===== src/rtl/noc_rr_arbiter_if.sv =====
// rtl/noc_rr_arbiter_if.sv - handshake bundle between an output-port arbiter and its channels
//
// Purpose: groups the request, crossbar-select and RTS/DCTS flit handshake signals of
//          noc_rr_arbiter. The arbiter side uses modport master, the channel/downstream
//          side uses modport slave.
// Optional feature macro: ARB_GRANT_CNT_EN adds the per-port grant counter bus.
// Signals:
//   req       NUM_PORTS        per-channel request, level
//   dcts      1                downstream clear-to-send
//   grant     NUM_PORTS        one-hot transfer strobe to the winning input
//   xbar_sel  NUM_PORTS        one-hot crossbar select of the current owner, 0 when idle
//   rts       1                registered request-to-send downstream
//   grant_cnt NUM_PORTS*CNT_W  per-port grant counters (ARB_GRANT_CNT_EN only)

interface noc_rr_arbiter_if #(
    parameter int NUM_PORTS = 5,
    parameter int CNT_W     = 16
);
    logic [NUM_PORTS-1:0] req;
    logic                 dcts;
    logic [NUM_PORTS-1:0] grant;
    logic [NUM_PORTS-1:0] xbar_sel;
    logic                 rts;

    // Parameter sanity checks, evaluated at elaboration.
    if (NUM_PORTS < 2) begin : g_bad_num_ports
        $error("noc_rr_arbiter_if: NUM_PORTS must be >= 2");
    end
    if (CNT_W < 1) begin : g_bad_cnt_w
        $error("noc_rr_arbiter_if: CNT_W must be >= 1");
    end

`ifdef ARB_GRANT_CNT_EN
    logic [NUM_PORTS*CNT_W-1:0] grant_cnt;

    modport master (
        input  req,
        input  dcts,
        output grant,
        output xbar_sel,
        output rts,
        output grant_cnt
    );

    modport slave (
        output req,
        output dcts,
        input  grant,
        input  xbar_sel,
        input  rts,
        input  grant_cnt
    );
`else
    modport master (
        input  req,
        input  dcts,
        output grant,
        output xbar_sel,
        output rts
    );

    modport slave (
        output req,
        output dcts,
        input  grant,
        input  xbar_sel,
        input  rts
    );
`endif

endinterface


===== src/rtl/noc_rr_arbiter.sv =====
// rtl/noc_rr_arbiter.sv - sticky round-robin output-port arbiter with burst limit and RTS/DCTS handshake
//
// Purpose: picks one of NUM_PORTS input channels with sticky round-robin priority, forces
//          rotation after MAX_BURST consecutive transfers (0 = unlimited), drives a one-hot
//          crossbar select and runs the one-flit-per-two-cycles RTS/DCTS handshake downstream.
// Optional feature macro: ARB_GRANT_CNT_EN adds saturating per-port grant counters.
// Ports:
//   clk   in  clock
//   rst   in  synchronous active-high reset
//   bus   noc_rr_arbiter_if.master: req/dcts in; grant/xbar_sel/rts (and grant_cnt) out

module noc_rr_arbiter #(
    parameter int NUM_PORTS = 5,
    parameter int MAX_BURST = 4,
    parameter int CNT_W     = 16
) (
    input  logic                   clk,
    input  logic                   rst,
    noc_rr_arbiter_if.master       bus
);

    localparam int IDX_W = $clog2(NUM_PORTS);
    localparam int BC_W  = ($clog2(MAX_BURST + 1) < 1) ? 1 : $clog2(MAX_BURST + 1);

    if (CNT_W < 1) begin : g_bad_cnt_w
        $error("noc_rr_arbiter: CNT_W must be >= 1");
    end

    typedef enum logic {
        ST_IDLE = 1'b0,
        ST_OWN  = 1'b1
    } state_e;

    state_e               state;
    logic [IDX_W-1:0]     owner;
    logic [IDX_W-1:0]     last;
    logic [BC_W-1:0]      burst_cnt;
    logic                 rts_q;

    logic                 busy;
    logic                 xfer;
    logic                 stall;
    logic [NUM_PORTS-1:0] owner_onehot;

    logic [IDX_W-1:0]     search_base;
    logic [IDX_W-1:0]     cand;
    logic [IDX_W-1:0]     winner;
    logic                 found;
    logic                 burst_ok;
    logic                 keep;

    logic                 next_busy;
    logic [IDX_W-1:0]     next_owner;
    logic [BC_W-1:0]      next_cnt;

    assign busy         = (state == ST_OWN);
    // Transfers are suppressed while rst is high so a reset mid-transfer yields no grant.
    assign xfer         = busy & rts_q & bus.dcts & ~rst;
    assign stall        = rts_q & ~bus.dcts;
    assign owner_onehot = NUM_PORTS'(1) << owner;

    assign bus.grant    = xfer ? owner_onehot : '0;
    assign bus.xbar_sel = busy ? owner_onehot : '0;
    assign bus.rts      = rts_q;

    // Round-robin search: starting just after the base, wrapping, so the base itself is
    // considered last. Idle searches from the last-served port, an owner from itself.
    always_comb begin
        search_base = busy ? owner : last;
        found       = 1'b0;
        winner      = '0;
        cand        = '0;
        for (int k = 1; k <= NUM_PORTS; k++) begin
            cand = IDX_W'((int'(search_base) + k) % NUM_PORTS);
            if (!found && bus.req[cand]) begin
                found  = 1'b1;
                winner = cand;
            end
        end
    end

    // The pending transfer counts toward the burst so the limit is hit on the
    // MAX_BURST-th transfer itself rather than one cycle later.
    always_comb begin
        burst_ok = (MAX_BURST == 0) || ((int'(burst_cnt) + int'(xfer)) < MAX_BURST);
        keep     = busy & bus.req[owner] & burst_ok;
    end

    always_comb begin
        next_busy  = 1'b0;
        next_owner = owner;
        next_cnt   = '0;
        if (keep) begin
            next_busy  = 1'b1;
            next_cnt   = burst_cnt + BC_W'(xfer);
        end else if (found) begin
            // Covers both a change of owner and rotation re-selecting the same owner;
            // either way a fresh burst starts.
            next_busy  = 1'b1;
            next_owner = winner;
        end
    end

    always_ff @(posedge clk) begin
        if (rst) begin
            state     <= ST_IDLE;
            owner     <= '0;
            last      <= IDX_W'(NUM_PORTS - 1);
            burst_cnt <= '0;
            rts_q     <= 1'b0;
        end else if (!stall) begin
            state     <= next_busy ? ST_OWN : ST_IDLE;
            owner     <= next_owner;
            burst_cnt <= next_cnt;
            // RTS drops for one cycle after each flit, giving one flit per two cycles.
            rts_q     <= next_busy & ~xfer;
            if (xfer) begin
                last <= owner;
            end
        end
    end

`ifdef ARB_GRANT_CNT_EN
    logic [CNT_W-1:0]           gcnt [NUM_PORTS];
    logic [NUM_PORTS*CNT_W-1:0] gcnt_flat;

    for (genvar i = 0; i < NUM_PORTS; i++) begin : g_gcnt
        always_ff @(posedge clk) begin
            if (rst) begin
                gcnt[i] <= '0;
            end else if (bus.grant[i] && (gcnt[i] != {CNT_W{1'b1}})) begin
                gcnt[i] <= gcnt[i] + 1'b1;
            end
        end
    end

    always_comb begin
        gcnt_flat = '0;
        for (int i = 0; i < NUM_PORTS; i++) begin
            gcnt_flat[i*CNT_W +: CNT_W] = gcnt[i];
        end
    end

    assign bus.grant_cnt = gcnt_flat;
`endif

endmodule


===== src/flat_wrapper.sv =====
// flat-port wrapper written by rule: the top's interface ports become plain ports
module noc_rr_arbiter_flat 
#(
    parameter int NUM_PORTS = 5,
    parameter int MAX_BURST = 4,
    parameter int CNT_W     = 16
)
  (clk, rst, bus_req, bus_dcts, bus_grant, bus_xbar_sel, bus_rts);
  noc_rr_arbiter_if #(.NUM_PORTS(NUM_PORTS), .CNT_W(CNT_W)) bus_i ();
  input  logic clk;
  input  logic rst;
  input wire logic [$bits(bus_i.req)-1:0] bus_req;
  input wire logic [$bits(bus_i.dcts)-1:0] bus_dcts;
  output wire logic [$bits(bus_i.grant)-1:0] bus_grant;
  output wire logic [$bits(bus_i.xbar_sel)-1:0] bus_xbar_sel;
  output wire logic [$bits(bus_i.rts)-1:0] bus_rts;
  assign bus_i.req = bus_req;
  assign bus_i.dcts = bus_dcts;
  assign bus_grant = bus_i.grant;
  assign bus_xbar_sel = bus_i.xbar_sel;
  assign bus_rts = bus_i.rts;
  noc_rr_arbiter #(.NUM_PORTS(NUM_PORTS), .MAX_BURST(MAX_BURST), .CNT_W(CNT_W)) u_core (.clk(clk), .rst(rst), .bus(bus_i));
endmodule

===== config.mk =====
export PLATFORM = sky130hd
export DESIGN_NAME = noc_rr_arbiter_flat
export DESIGN_NICKNAME = d
export VERILOG_FILES = /design/src/rtl/noc_rr_arbiter_if.sv /design/src/rtl/noc_rr_arbiter.sv /design/src/flat_wrapper.sv
export SDC_FILE = /design/constraint.sdc
export NUM_CORES = 1
export LEC_CHECK = 0
export BUFFER_PORTS_ARGS = -buffer_cell sky130_fd_sc_hd__buf_2
export CORE_MARGIN = 1.5
export CORE_UTILIZATION = 45
export CTS_BUF_LIST = sky130_fd_sc_hd__clkbuf_16
export CTS_CLUSTER_SIZE = 25
export DETAILED_ROUTE_END_ITERATION = 8
export PLACE_DENSITY = 0.68
export SLEW_MARGIN = 20
export SYNTH_ARGS = -nofsm -noshare
export SYNTH_HDL_FRONTEND = slang
export SYNTH_SLANG_ARGS = --single-unit

===== constraint.sdc =====
create_clock -name clk -period 12.1 [get_ports clk]
set_input_delay 0 -clock clk [delete_from_list [all_inputs] [get_ports clk]]
set_output_delay 0 -clock clk [all_outputs]
set_load 0.05 [all_outputs]

### Word level (Yosys, flattened, before mapping)

Cells that the tools add are included.

* shifts and indexed selects: 1
* divide/modulo/power cells: 5
* bitwise logic cells: 12
* $add $sub $neg: 7
* muxes and demuxes: 29
* magnitude comparators: 7
* reductions and logical operators: 10

Operators with widths (number)
* remainder unit 32 x 4 -> 32 bit, second input constant: 5
* < comparator 32 x 4 -> 1 bit, second input constant: 1
* < comparator 3 x 4 -> 1 bit, second input constant: 6
* two-way mux 3 bit: 7
* binary-select mux 1 bit (select 3 bit): 6
* two-way mux 1 bit: 14
* two-way mux 5 bit: 2
* adder 3 x 2 -> 4 bit, second input constant: 2
* adder 3 x 3 -> 4 bit, second input constant: 2
* bitwise AND 1 bit: 7
* inverter 1 bit: 5
* << shifter 1 x 3 -> 5 bit, first input constant: 1
* adder 3 x 1 -> 4 bit: 1
* adder 3 x 1 -> 4 bit, second input constant: 1
* logical AND 1 bit: 4
* logical NOT 1 bit: 4
* adder 3 x 1 -> 3 bit: 1
* AND reduction 3 bit: 1
* AND reduction 2 bit: 1

* output and inout port bits: 11
* bits in registers: 11
* word-level logic and storage cells: 76

### Longest topological paths before layout

Gate-level depths: netlist of run 1.

* word-level depth: 21
* gate-level depth with buffers: 20
* mapped depth without buffers: 18

### Worst setup path after synthesis of run 1

No wires, ideal clock.

* kind: register -> register
* start: reg u_core.state, in the netlist u_core.busy
* end: reg u_core.owner[0]
* stages on the path, launching flop included: 20
* path buffers: 1
* clock period less this slack: 4.634 ns
* slack: 7.466 ns
* arrival: 4.548 ns
* setup time: 0.086 ns
* cells stage by stage: dfxtp_1 buf_6 mux2i_1 inv_1 ha_1 xnor2_1 ha_1 nor3_1 mux2_2 nor3_1 nor2_1 ha_1 nor2b_1 o32ai_1 nor4_1 o32ai_1 nor2_1 a21oi_2 nor2_1 a211oi_1

* longest elaborated chain between the ends: 19

RTL lines
* start, declared: RTL line noc_rr_arbiter.sv:34 `state_e state;`
* start signal, assigned: RTL line noc_rr_arbiter.sv:112 `state <= next_busy ? ST_OWN : ST_IDLE;`
* two-way mux 3 bit: RTL line noc_rr_arbiter.sv:69 `search_base = busy ? owner : last;`
* adder 3 x 1 -> 4 bit: RTL line noc_rr_arbiter.sv:74 `cand = IDX_W'((int'(search_base) + k) % NUM_PORTS);`
* remainder unit 32 x 4 -> 32 bit: RTL line noc_rr_arbiter.sv:74
* binary-select mux 1 bit (select 3 bit): RTL line noc_rr_arbiter.sv:75 `if (!found && bus.req[cand]) begin`
* two-way mux 1 bit (implied by the code): RTL line noc_rr_arbiter.sv:75
* two-way mux 1 bit: RTL line noc_rr_arbiter.sv:75
* logical NOT 1 bit: RTL line noc_rr_arbiter.sv:75
* logical AND 1 bit: RTL line noc_rr_arbiter.sv:75
* [3 not listed]
* two-way mux 1 bit: RTL line noc_rr_arbiter.sv:75
* logical NOT 1 bit: RTL line noc_rr_arbiter.sv:75
* logical AND 1 bit: RTL line noc_rr_arbiter.sv:75
* two-way mux 1 bit: RTL line noc_rr_arbiter.sv:75
* logical NOT 1 bit: RTL line noc_rr_arbiter.sv:75
* logical AND 1 bit: RTL line noc_rr_arbiter.sv:75
* two-way mux 1 bit: RTL line noc_rr_arbiter.sv:75
* AND reduction 3 bit (no source line)
* end signal, assigned: RTL line noc_rr_arbiter.sv:113 `owner <= next_owner;`
* end, declared: RTL line noc_rr_arbiter.sv:35 `logic [IDX_W-1:0] owner;`

Parallel ways exist; a longest one is shown, timed or not. The select of a mux whose other input is x is not followed.
A chain may end at the register's enable or synchronous reset.

### Worst setup path after layout of run 1

Ends and elaborated chain as after synthesis.

==> results of run 1 <==
## through the flow
stage | util (%) | std cells | hold WS [ns] | worst slack (ns)
6_report | 51.9 | 334 | 0.0171 | 6.41
5_1_grt | 51.9 | 334 | 0.0316 | 5.69
4_1_cts | 51.9 | 334 | 0.0130 | 6.40
3_5_place_dp | 50.1 | 330 | 0.257 | 6.41
3_3_place_gp | 50.1 | 330 | 0.260 | 6.71
2_1_floorplan | - | 272 | 0.122 | 7.47
## worst max-delay path: cells and delay by family, from the launching register on
family                   cells  cell delay (ns)
AND/OR/NAND/NOR              7             1.07
multiplexers                 2             1.05
flip-flops                   1             0.70
buffers and inverters        1             0.35
XOR/XNOR                     1             0.33
AO/OA/AOI/OAI                4             1.24
adder cells (fa/ha/maj)      3             0.87
## cell usage after synthesis (all sizes together) (2+ instances only)
cell type and n:
nor2 34, nand2 27, ha 23, mux2i 19, inv 14, nor3 13, dfxtp 11, a21oi 10
clkbuf 9, o21ai 9, nand2b 8, nand3 8, xnor2 8, a211oi 5, and3 5, mux4 5
nor2b 5, a31oi 4, buf 4, o21a 4, a21o 3, nor3b 3, o32ai 3, or2 3
a211o 2, a311oi 2, a32oi 2, mux2 2, nand4 2, o2111ai 2, o211ai 2, o221ai 2
o22ai 2, o41ai 2
## how the worst max path moves through the flow
stage | endpoint | from
finish | u_core.owner[0]$_SDFFE_PP0P_ | u_core.busy$_SDFFE_PP0N_
global route | u_core.owner[0]$_SDFFE_PP0P_ | u_core.busy$_SDFFE_PP0N_
CTS | u_core.owner[0]$_SDFFE_PP0P_ | u_core.busy$_SDFFE_PP0N_
detailed placement | u_core.owner[0]$_SDFFE_PP0P_ | u_core.busy$_SDFFE_PP0N_
global placement | u_core.owner[0]$_SDFFE_PP0P_ | u_core.busy$_SDFFE_PP0N_
floorplan | u_core.owner[0]$_SDFFE_PP0P_ | u_core.busy$_SDFFE_PP0N_
## cell type report
cell class	count	area (um2)
Fill cell	441	2140
Timing Repair Buffer	19	97.6
Tap cell	52	65.1
Clock buffer	3	75.1
Inverter	14	55.1
Multi-Input combinational cell	234	1790
Clock inverter	1	3.75
Sequential cell	11	220
## cell usage in the layout (no fill, tap or decap), types with 3 or more instances in the layout
cell	instances
sky130_fd_sc_hd__nor2_1	34
sky130_fd_sc_hd__nand2_1	25
sky130_fd_sc_hd__ha_1	23
sky130_fd_sc_hd__buf_2	18
sky130_fd_sc_hd__mux2i_1	16
sky130_fd_sc_hd__inv_1	14
sky130_fd_sc_hd__nor3_1	13
sky130_fd_sc_hd__dfxtp_1	11
sky130_fd_sc_hd__a21oi_1	9
sky130_fd_sc_hd__nand3_1	8
sky130_fd_sc_hd__nand2b_1	8
sky130_fd_sc_hd__o21ai_0	8
sky130_fd_sc_hd__xnor2_1	6
sky130_fd_sc_hd__nor2b_1	5
sky130_fd_sc_hd__and3_1	5
sky130_fd_sc_hd__mux4_2	5
sky130_fd_sc_hd__o21a_1	4
sky130_fd_sc_hd__a211oi_1	4
sky130_fd_sc_hd__a21o_1	3
sky130_fd_sc_hd__nor3b_1	3
sky130_fd_sc_hd__o32ai_1	3
sky130_fd_sc_hd__or2_2	3
sky130_fd_sc_hd__a31oi_1	3
sky130_fd_sc_hd__clkbuf_16	3
## cells by family after synthesis
group / count (synthesis) / synth area share [%]
multiplexers: 26 / 16.6
AO/OA/AOI/OAI: 63 / 24.0
adder cells (fa/ha/maj): 23 / 13.5
AND/OR/NAND/NOR: 113 / 25.5
buffers and inverters: 27 / 5.53
XOR/XNOR: 9 / 4.41
flip-flops: 11 / 10.3
## registers in the layout (all words and copies together) (netlist names)
signal and flops:
u_core.bus.rts 1, u_core.burst_cnt 3, u_core.busy 1, u_core.last 3, u_core.owner 3
## layer usage
layer / track usage [%] / vias to the layer above / share of wire (%)
met5: 0 / - / 0
met4: 3.14 / 0 / 0.49
met3: 2.81 / 2 / 3.2
met2: 32.8 / 48 / 45
met1: 29.4 / 907 / 52
li1: - / 1020 / -
==> summary.md, run 1 <==
• 0 — n_diodes
• 5.92 — DR vias/cell
• 17.0% — ratio of cells with drive above 1 in the final layout
• 2 — instance count along the most critical hold path
• 14.8 um — Avg WL per Cell
• 5.85 ns — critical path data arrival time
• 5150 um2 — Die Footprint
• 12.26 ns — worst endpoint required time
• sky130_fd_sc_hd__ha_1 — largest area contributor in the synthesized netlist
• 47.0% — post-route fraction of the period consumed by the critical path
• u_core.busy$_SDFFE_PP0N_ — critical register-to-register path startpoint
• 0 ns — total negative slack for setup checks
• 314 — Final #Nets
• sky130_fd_sc_hd__clkbuf_16 — cell chosen for the clock root
• 0 — global-route congestion overflow total
• 0 — Final setup viols
• complete, no violations — outcome
• 24 — num rows
• 0 — DRC violation count after routing
• 0.04 ns — Reg clk slew, reported paths
• 5.69 ns — minimum period implied by the final worst setup slack
• 8600 um — first-pass GRT wire length
• 4930 um — wirelength, routed
• 71.8 um — overall die width
• 2130 um2 — post-synthesis cell area
• 2230 um2 — placed cell area
• flop — element type at the critical path start
• 18 — count of input and output buffers
• 0.831 — final RePlAce weighted congestion
• 0.000919 ns — clock tree skew after final layout
• 2310 um2 — final standard cell area without fillers
• 272 — Synth Instances
• mux2i_1, inv_1, ha_1, xnor2_1, ha_1, nor3b_1, mux2_2, nor3_1, nor2_1, ha_1, nor2b_1, o32ai_1, nor4_1, o32ai_1, nor2_1, a21oi_2, nor2_1, a211oi_1 — critical-path cell list
• 0.176 GHz — f_max
• 1 — Max H-tree Level
• 20.3% — aggregate global-route resource usage
• 3 — clock buffers created by TritonCTS
• in2reg — Hold WC Path Type
• sky130_fd_sc_hd__dfxtp_1 — Top FF cell, synth
• 4440 um2 — placeable core region
• 8.41% — area overhead of the layout relative to synthesis
• 11 — register bit total from synthesis
• 43.3% — tightest slew margin relative to the limit
• 4 — drt first pass iters
• 0.826 ns — slew at the pin with the worst max-slew slack
• 0 — Max-cap violations
• 0 — number of flops mapped to enable cells by yosys
• 6.41 ns — slack of the worst reg-to-reg path
• 62 — unique cell type count in the Yosys netlist
• false — setup repair after global routing missed its margin
• 0 — number of nets with antenna violations after routing
• 142 — Iteration-0 DRC Markers
• 1895 — via count of the first global-routing pass
• u_core.owner[0]$_SDFFE_PP0P_ — endpoint of the lowest-slack register-to-register path
• 303 — Post-Syn Nets
• 20 — largest net degree at the start of global routing
• 18 — Worst Reg2Reg Path Length in Cells
• 71.8 um — Die Y
• 3800 um — half-perimeter wire length of the detailed placement result
• built — TritonCTS clock tree
• u_core.bus.rts$_SDFFE_PP0N_ — terminating pin of the worst hold path
• 7.82 um2 — average cell area after synthesis
• 13.5% — proportion of netlist area held by the largest area contributor
• bus_dcts — beginning of the worst hold path
• reg2reg — startpoint-to-endpoint class of the critical path
• 17 — worst-path maximum fanout
• 0% — fraction of synthesis flops using an asynchronous set or reset pin
• 0 — number of warning messages in the yosys log
• sky130_fd_sc_hd__ha_1 14%, sky130_fd_sc_hd__dfxtp_1 10%, sky130_fd_sc_hd__mux2i_1 7.5%, sky130_fd_sc_hd__nor2_1 6.0%, sky130_fd_sc_hd__mux4_2 5.3% — top area cells in the synthesized netlist
• 0 — Resized cells post-CTS
• 0 — hold violation count in the final report
• 0 — number of antenna violations at the first check in global routing
• 0.24 ns — source-to-sink clock delay at the later pin of the worst-skew pair
• sky130_fd_sc_hd__mux2i_1 — Critical-path top delay cell
• flop — kind of capture point of the worst setup path
• 47.9% — starting density of the core
• 11 — clock tree sinks
• 1977 — via count
• 0 — post-CTS setup repair buffer count
• 0 — Pins Over Slew Limit
• 10.3% — share of the yosys chip area belonging to registers
• 0.77 ns — delay of the slowest critical-path stage
• 19 — I/O pin count
• 0 — number of buffers inserted for hold repair after clock tree synthesis
• 2 — clk buf depth
Power of run 1 is left out: the tool's default activity adds up to more than one toggle a clock period on the data nets, which glitch-free logic cannot reach.
==> inputs of run 2 (changes only) <==
Settings changed: PLACE_DENSITY 0.68 to 0.7.
Clock period 12.1 ns to 4.7 ns, I/O delays scaled along.
==> run 2 against run 1 <==
  * Global-route usage up 1.7 points
  * Register-to-register slack lost 6.0 ns
  * Die area is the same
  * Sequential share of layout area fell by 0.44 points
==> summary.md, run 2 (same netlist as run 1, synthesis figures left out) <==
• complete, no violations — outcome
• 0 — Pins Over Slew Limit, unchanged
• 3980 um — half-perimeter wire length of the detailed placement result, +4.7%
• 0.24 ns — source-to-sink clock delay at the later pin of the worst-skew pair, about the same
• 11 — clock tree sinks, unchanged
• 0 ns — total negative slack for setup checks, unchanged
• 6.03 — DR vias/cell, +1.9%
• 0.880 — final RePlAce weighted congestion, +5.9%
• 0.04 ns — Reg clk slew, reported paths, about the same
• sky130_fd_sc_hd__nor2_1 — most common cell after layout, fill and taps aside
• 71.8 um — Die Y, unchanged
• sky130_fd_sc_hd__clkbuf_16 — cell chosen for the clock root
• flop — element type at the critical path start
• 0 — Max-cap violations, unchanged
• 4.47 ns — critical path data arrival time, -1.38 ns
• 409 — number of filler instances in the final layout, -7.3%
• 100 — Iteration-0 DRC Markers, -30%
• 21.8% — ratio of cells with drive above 1 in the final layout, +4.7 points
• u_core.burst_cnt x3, u_core.last x3, u_core.owner x3 — registers with the most flip-flops
• built — TritonCTS clock tree
• 0 — global-route congestion overflow total, unchanged
• 0 — number of antenna violations at the first check in global routing, unchanged
• 2087 — via count, +5.6%
• in2reg — Hold WC Path Type
• 9310 um — first-pass GRT wire length, +8.2%
• 5150 um2 — Die Footprint, unchanged
• 47.9% — starting density of the core, unchanged
• 4.33 ns — minimum period implied by the final worst setup slack, -1.36 ns
• 0 — DRC violation count after routing, unchanged
• 19 — largest net degree at the start of global routing, -5.0%
• 24 — num rows, unchanged
• 5 — drt first pass iters, +1
• 0.00251 ns — clock tree skew after final layout, +0.00159 ns
• 0 — Final setup viols, unchanged
• flop — kind of capture point of the worst setup path
• 326 — Final #Nets, +3.8%
• reg2reg — startpoint-to-endpoint class of the critical path
• 2 — clk buf depth, unchanged
• 0 — hold violation count in the final report, unchanged
• 4.85 ns — worst endpoint required time, -7.41 ns
• 3 — clock buffers created by TritonCTS, unchanged
• 13.6% — area overhead of the layout relative to synthesis
• 1 — Max H-tree Level, unchanged
• 48.3% — tightest slew margin relative to the limit, +5.0 points
• 9 — worst-path maximum fanout, -8
• 1810 um2 — multi-input logic area, +1.2%
• 220 um2 — area of all sequential standard cells, unchanged
• 34 x sky130_fd_sc_hd__nor2_1, 25 x sky130_fd_sc_hd__nand2_1, 22 x sky130_fd_sc_hd__ha_1 — most frequent cells in the layout
• 0.764 ns — slew at the pin with the worst max-slew slack, -0.0620 ns
• 4440 um2 — placeable core region, unchanged
• 18 — count of input and output buffers, unchanged
• 0 — number of nets with antenna violations after routing, unchanged
• 1942 — via count of the first global-routing pass, +2.5%
• 19 — I/O pin count, unchanged
• 0.231 GHz — f_max, +32%
• 71.8 um — overall die width, unchanged
• 15.4 um — Avg WL per Cell, +4.1%
• 0 — n_diodes, unchanged
• 22.0% — aggregate global-route resource usage, +1.7 points
• 92.1% — post-route fraction of the period consumed by the critical path, +45 points
• 5320 um — wirelength, routed, +7.9%
[run 2: cell count changes in the layout (fill, tap and decap cells not counted)]
cell                      change
sky130_fd_sc_hd__ha_1         -1
sky130_fd_sc_hd__o32ai_2      +2
sky130_fd_sc_hd__o32ai_1      -2
sky130_fd_sc_hd__mux2i_1      -1
sky130_fd_sc_hd__buf_4       +12
sky130_fd_sc_hd__mux2i_2      +1
sky130_fd_sc_hd__ha_2         +1
[run 2: per-layer routing]
layer / global-route usage, % / vias to the layer above / wire (um)
met5: 0 / - / 0
met4: 1.26 / 0 / 0
met3: 2.53 / 0 / 158
met2: 36.1 / 45 / 2540
met1: 32.4 / 998 / 2630
li1: - / 1044 / -
[run 2: worst max-delay path: stages (launching register included)]
cell and delay (ns):
sky130_fd_sc_hd__dfxtp_1 0.41, sky130_fd_sc_hd__mux2i_1 0.21, sky130_fd_sc_hd__buf_4 0.20, sky130_fd_sc_hd__inv_1 0.18
sky130_fd_sc_hd__ha_1 0.30, sky130_fd_sc_hd__xnor2_1 0.22, sky130_fd_sc_hd__ha_1 0.25, sky130_fd_sc_hd__nor3_1 0.07
sky130_fd_sc_hd__mux2_2 0.28, sky130_fd_sc_hd__nor3_1 0.14, sky130_fd_sc_hd__buf_4 0.16, sky130_fd_sc_hd__nor2_1 0.06
sky130_fd_sc_hd__ha_1 0.22, sky130_fd_sc_hd__nor2b_1 0.16, sky130_fd_sc_hd__o32ai_2 0.32, sky130_fd_sc_hd__nor4_1 0.13
sky130_fd_sc_hd__o32ai_2 0.29, sky130_fd_sc_hd__nor2_1 0.11, sky130_fd_sc_hd__a21oi_2 0.23, sky130_fd_sc_hd__nor2_1 0.06
sky130_fd_sc_hd__a211oi_1 0.21
[run 2: final timing paths]
kind         cells past startpoint  slack [ns]                                to                        startpoint
min                              2       0.003       u_core.bus.rts$_SDFFE_PP0N_                          bus_dcts
max                             20        0.37      u_core.owner[0]$_SDFFE_PP0P_          u_core.busy$_SDFFE_PP0N_
max reg2reg                     20        0.37      u_core.owner[0]$_SDFFE_PP0P_          u_core.busy$_SDFFE_PP0N_
min reg2reg                      2        0.47  u_core.burst_cnt[1]$_SDFFE_PP0N_  u_core.burst_cnt[1]$_SDFFE_PP0N_
[run 2: final cells by class]
cell class	instances	area share [%]
clock buffer	3	3.10
clock inverter	1	0.155
inverter	14	2.28
multi-input combinational	234	74.9
sequential	11	9.11
tap	52	2.69
timing repair buffer	31	7.76
[run 2: metrics by stage]
step | hold slack [ns] | util (%) | area (um2) | setup WS (ns) | std cells
floorplan | 0.122 | - | 2130 | 0.0660 | 272
global placement | 0.249 | 52.2 | 2320 | 0.337 | 342
detailed placement | 0.256 | 52.2 | 2320 | 0.231 | 342
CTS | 0.0000310 | 53.9 | 2400 | 0.205 | 346
global route | 0.00752 | 54.4 | 2420 | -0.0193 | 346
finish | 0.00339 | 54.4 | 2420 | 0.373 | 346
[run 2: what timing repair did]
item,CTS,global route
hold buffers,0,0
endpoints found under the setup margin,0,5
endpoints found under the hold margin,0,0
buffers inserted,0,0
resized for setup,0,4
Power of run 2 is left out for the same reason.
==> inputs of run 3 (changes only) <==
Settings changed: CORE_ASPECT_RATIO from default to 0.7, PLACE_DENSITY 0.7 to 0.65.
==> run 3 against run 2 <==
  * The run now ends with design-rule violations left
  * Final cell count up 0.29%
  * Design area up 0.31%
  * Highest routed layer is now met4
  * Sequential share of layout area about the same
==> summary.md, run 3 (same netlist as run 1, synthesis figures left out) <==
• 0.00666 ns — hold_ws, +0.00327 ns
• 0.24 ns — source-to-sink clock delay at the later pin of the worst-skew pair, about the same
• u_core.burst_cnt x3, u_core.last x3, u_core.owner x3 — registers with the most flip-flops
• u_core.bus.rts$_SDFFE_PP0N_ — terminating pin of the worst hold path
• 19 — Worst Reg2Reg Path Length in Cells, -5.0%
• 0 — n_diodes, unchanged
• 2430 um2 — final standard cell area without fillers, +0.31%
• 4430 um2 — placeable core region, -0.34%
• 16.4 um — Avg WL per Cell, +6.3%
• 19 — largest net degree at the start of global routing, unchanged
• 324 — Final #Nets, -0.61%
• false — setup repair after global routing missed its margin
• 0.340 ns — Worst Slack Setup Final, -0.0333 ns
• 9 — worst-path maximum fanout, unchanged
• 2310 um2 — placed cell area, -0.49%
• design-rule violations — failing checks
• 0.00373 ns — clock tree skew after final layout, +0.00122 ns
• 0 — number of antenna violations at the first check in global routing, unchanged
• 34 x sky130_fd_sc_hd__nor2_1, 25 x sky130_fd_sc_hd__nand2_1, 23 x sky130_fd_sc_hd__ha_1 — most frequent cells in the layout
• 0 — number of buffers inserted for hold repair after clock tree synthesis, unchanged
• in2reg — Hold WC Path Type
• 7 — drt first pass iters, +2
• 48.1% — starting density of the core, +0.16 points
• 2 — clk buf depth, unchanged
• 0 — hold violation count in the final report, unchanged
• 0 — number of nets with antenna violations after routing, unchanged
• reg2reg — startpoint-to-endpoint class of the critical path
• 3 — clock buffers created by TritonCTS, unchanged
• 52.3% — tightest slew margin relative to the limit, +4.0 points
• bus_dcts — beginning of the worst hold path
• u_core.owner[0]$_SDFFE_PP0P_ — endpoint of the lowest-slack register-to-register path
• 0.229 GHz — f_max, -0.76%
• 14.0% — area overhead of the layout relative to synthesis
• 18 — count of input and output buffers, unchanged
• built — TritonCTS clock tree
• 0.846 — final RePlAce weighted congestion, -3.9%
• 11 — clock tree sinks, unchanged
• 166 — Iteration-0 DRC Markers, +66%
• 2057 — via count, -1.4%
• 5.93 — DR vias/cell, -1.7%
• 4.49 ns — critical path data arrival time, +0.02 ns
• 8990 um — first-pass GRT wire length, -3.4%
• flop — element type at the critical path start
• 0.04 ns — Reg clk slew, reported paths, about the same
• sky130_fd_sc_hd__nor2_1 — most common cell after layout, fill and taps aside
• 0 — Final setup viols, unchanged
• 22.3% — ratio of cells with drive above 1 in the final layout, +0.49 points
• 0 — global-route congestion overflow total, unchanged
• 92.8% — post-route fraction of the period consumed by the critical path, +0.71 points
• 4.83 ns — worst endpoint required time, -0.02 ns
• -0.0900 ns — placement-stage worst setup slack, -0.321 ns
• 2 — instance count along the most critical hold path, unchanged
• flop — kind of capture point of the worst setup path
• 0.709 ns — slew at the pin with the worst max-slew slack, -0.0554 ns
• 5680 um — wirelength, routed, +6.6%
• 1733 — via count of the first global-routing pass, -11%
• 19 — I/O pin count, unchanged
• 5160 um2 — Die Footprint, +0.13%
• 0.34 ns — slack of the worst reg-to-reg path, -0.03 ns
• 85.2 um — overall die width, +19%
• 1 — Max H-tree Level, unchanged
• 22.5% — aggregate global-route resource usage, +0.47 points
• sky130_fd_sc_hd__clkbuf_16 — cell chosen for the clock root
• 0 — Max-cap violations, unchanged
• finished with violations — outcome
• 2 — DRC violation count after routing, +2
• 54.8% — core utilization of the finished layout, +0.35 points
• 20 — num rows, -17%
• 4.36 ns — minimum period implied by the final worst setup slack, +0.0333 ns
• 4350 um — half-perimeter wire length of the detailed placement result, +9.3%
• 0 — Pins Over Slew Limit, unchanged
• 60.5 um — Die Y, -16%
• u_core.busy$_SDFFE_PP0N_ — critical register-to-register path startpoint
run 3: stage by stage:
step | instances | setup TNS [ns]
4_1_cts | 347 | 0
3_5_place_dp | 343 | -0.0900
6_report | 347 | 0
2_1_floorplan | 272 | 0
3_3_place_gp | 343 | 0
5_1_grt | 347 | 0
run 3: timing repair:
action                                  CTS  global route
buffers inserted                          0             0
resized for setup                         2             6
endpoints found under the setup margin    1             5
pin swaps                                 0             1
run 3: critical path, stage by stage (launching register included):
cell and delay [ns]:
sky130_fd_sc_hd__dfxtp_2 0.40, sky130_fd_sc_hd__mux2i_4 0.32, sky130_fd_sc_hd__inv_2 0.15, sky130_fd_sc_hd__ha_1 0.30
sky130_fd_sc_hd__xnor2_2 0.20, sky130_fd_sc_hd__ha_1 0.23, sky130_fd_sc_hd__nor3_1 0.07, sky130_fd_sc_hd__mux2_2 0.30
sky130_fd_sc_hd__nor3_1 0.16, sky130_fd_sc_hd__buf_4 0.16, sky130_fd_sc_hd__nor2_1 0.06, sky130_fd_sc_hd__ha_1 0.23
sky130_fd_sc_hd__nor2b_1 0.16, sky130_fd_sc_hd__o32ai_2 0.34, sky130_fd_sc_hd__nor4_1 0.12, sky130_fd_sc_hd__o32ai_1 0.35
sky130_fd_sc_hd__nor2_1 0.12, sky130_fd_sc_hd__a21oi_2 0.23, sky130_fd_sc_hd__nor2_1 0.06, sky130_fd_sc_hd__a211oi_1 0.27
run 3: metal layers:
| metal | global-route usage, % | up-vias | wire (um) |
|---|---|---|---|
| li1 | - | 1041 | - |
| met1 | 37.4 | 961 | 3220 |
| met2 | 30.2 | 46 | 2210 |
| met3 | 2.99 | 9 | 190 |
| met4 | 3.28 | 0 | 56 |
| met5 | 0 | - | 0 |
run 3: layout make-up:
cell class | count | area [um2]
clock inverter | 1 | 3.75
tap | 55 | 68.8
inverter | 14 | 55.1
clock buffer | 3 | 75.1
multi-input combinational | 234 | 1830
timing repair buffer | 29 | 173
fill | 429 | 2000
sequential | 11 | 221
run 3: worst max-delay path by stage:
stage,start,endpoint,slack [ns]
after detailed placement,u_core.busy$_SDFFE_PP0N_,u_core.owner[0]$_SDFFE_PP0P_,-0.09
after global routing,u_core.busy$_SDFFE_PP0N_,u_core.owner[0]$_SDFFE_PP0P_,0.05
after floorplan,u_core.busy$_SDFFE_PP0N_,u_core.owner[0]$_SDFFE_PP0P_,0.07
final,u_core.busy$_SDFFE_PP0N_,u_core.owner[0]$_SDFFE_PP0P_,0.34
after CTS,u_core.busy$_SDFFE_PP0N_,u_core.owner[0]$_SDFFE_PP0P_,0.04
after global placement,u_core.busy$_SDFFE_PP0N_,u_core.owner[0]$_SDFFE_PP0P_,0.14
Power of run 3 is left out for the same reason.
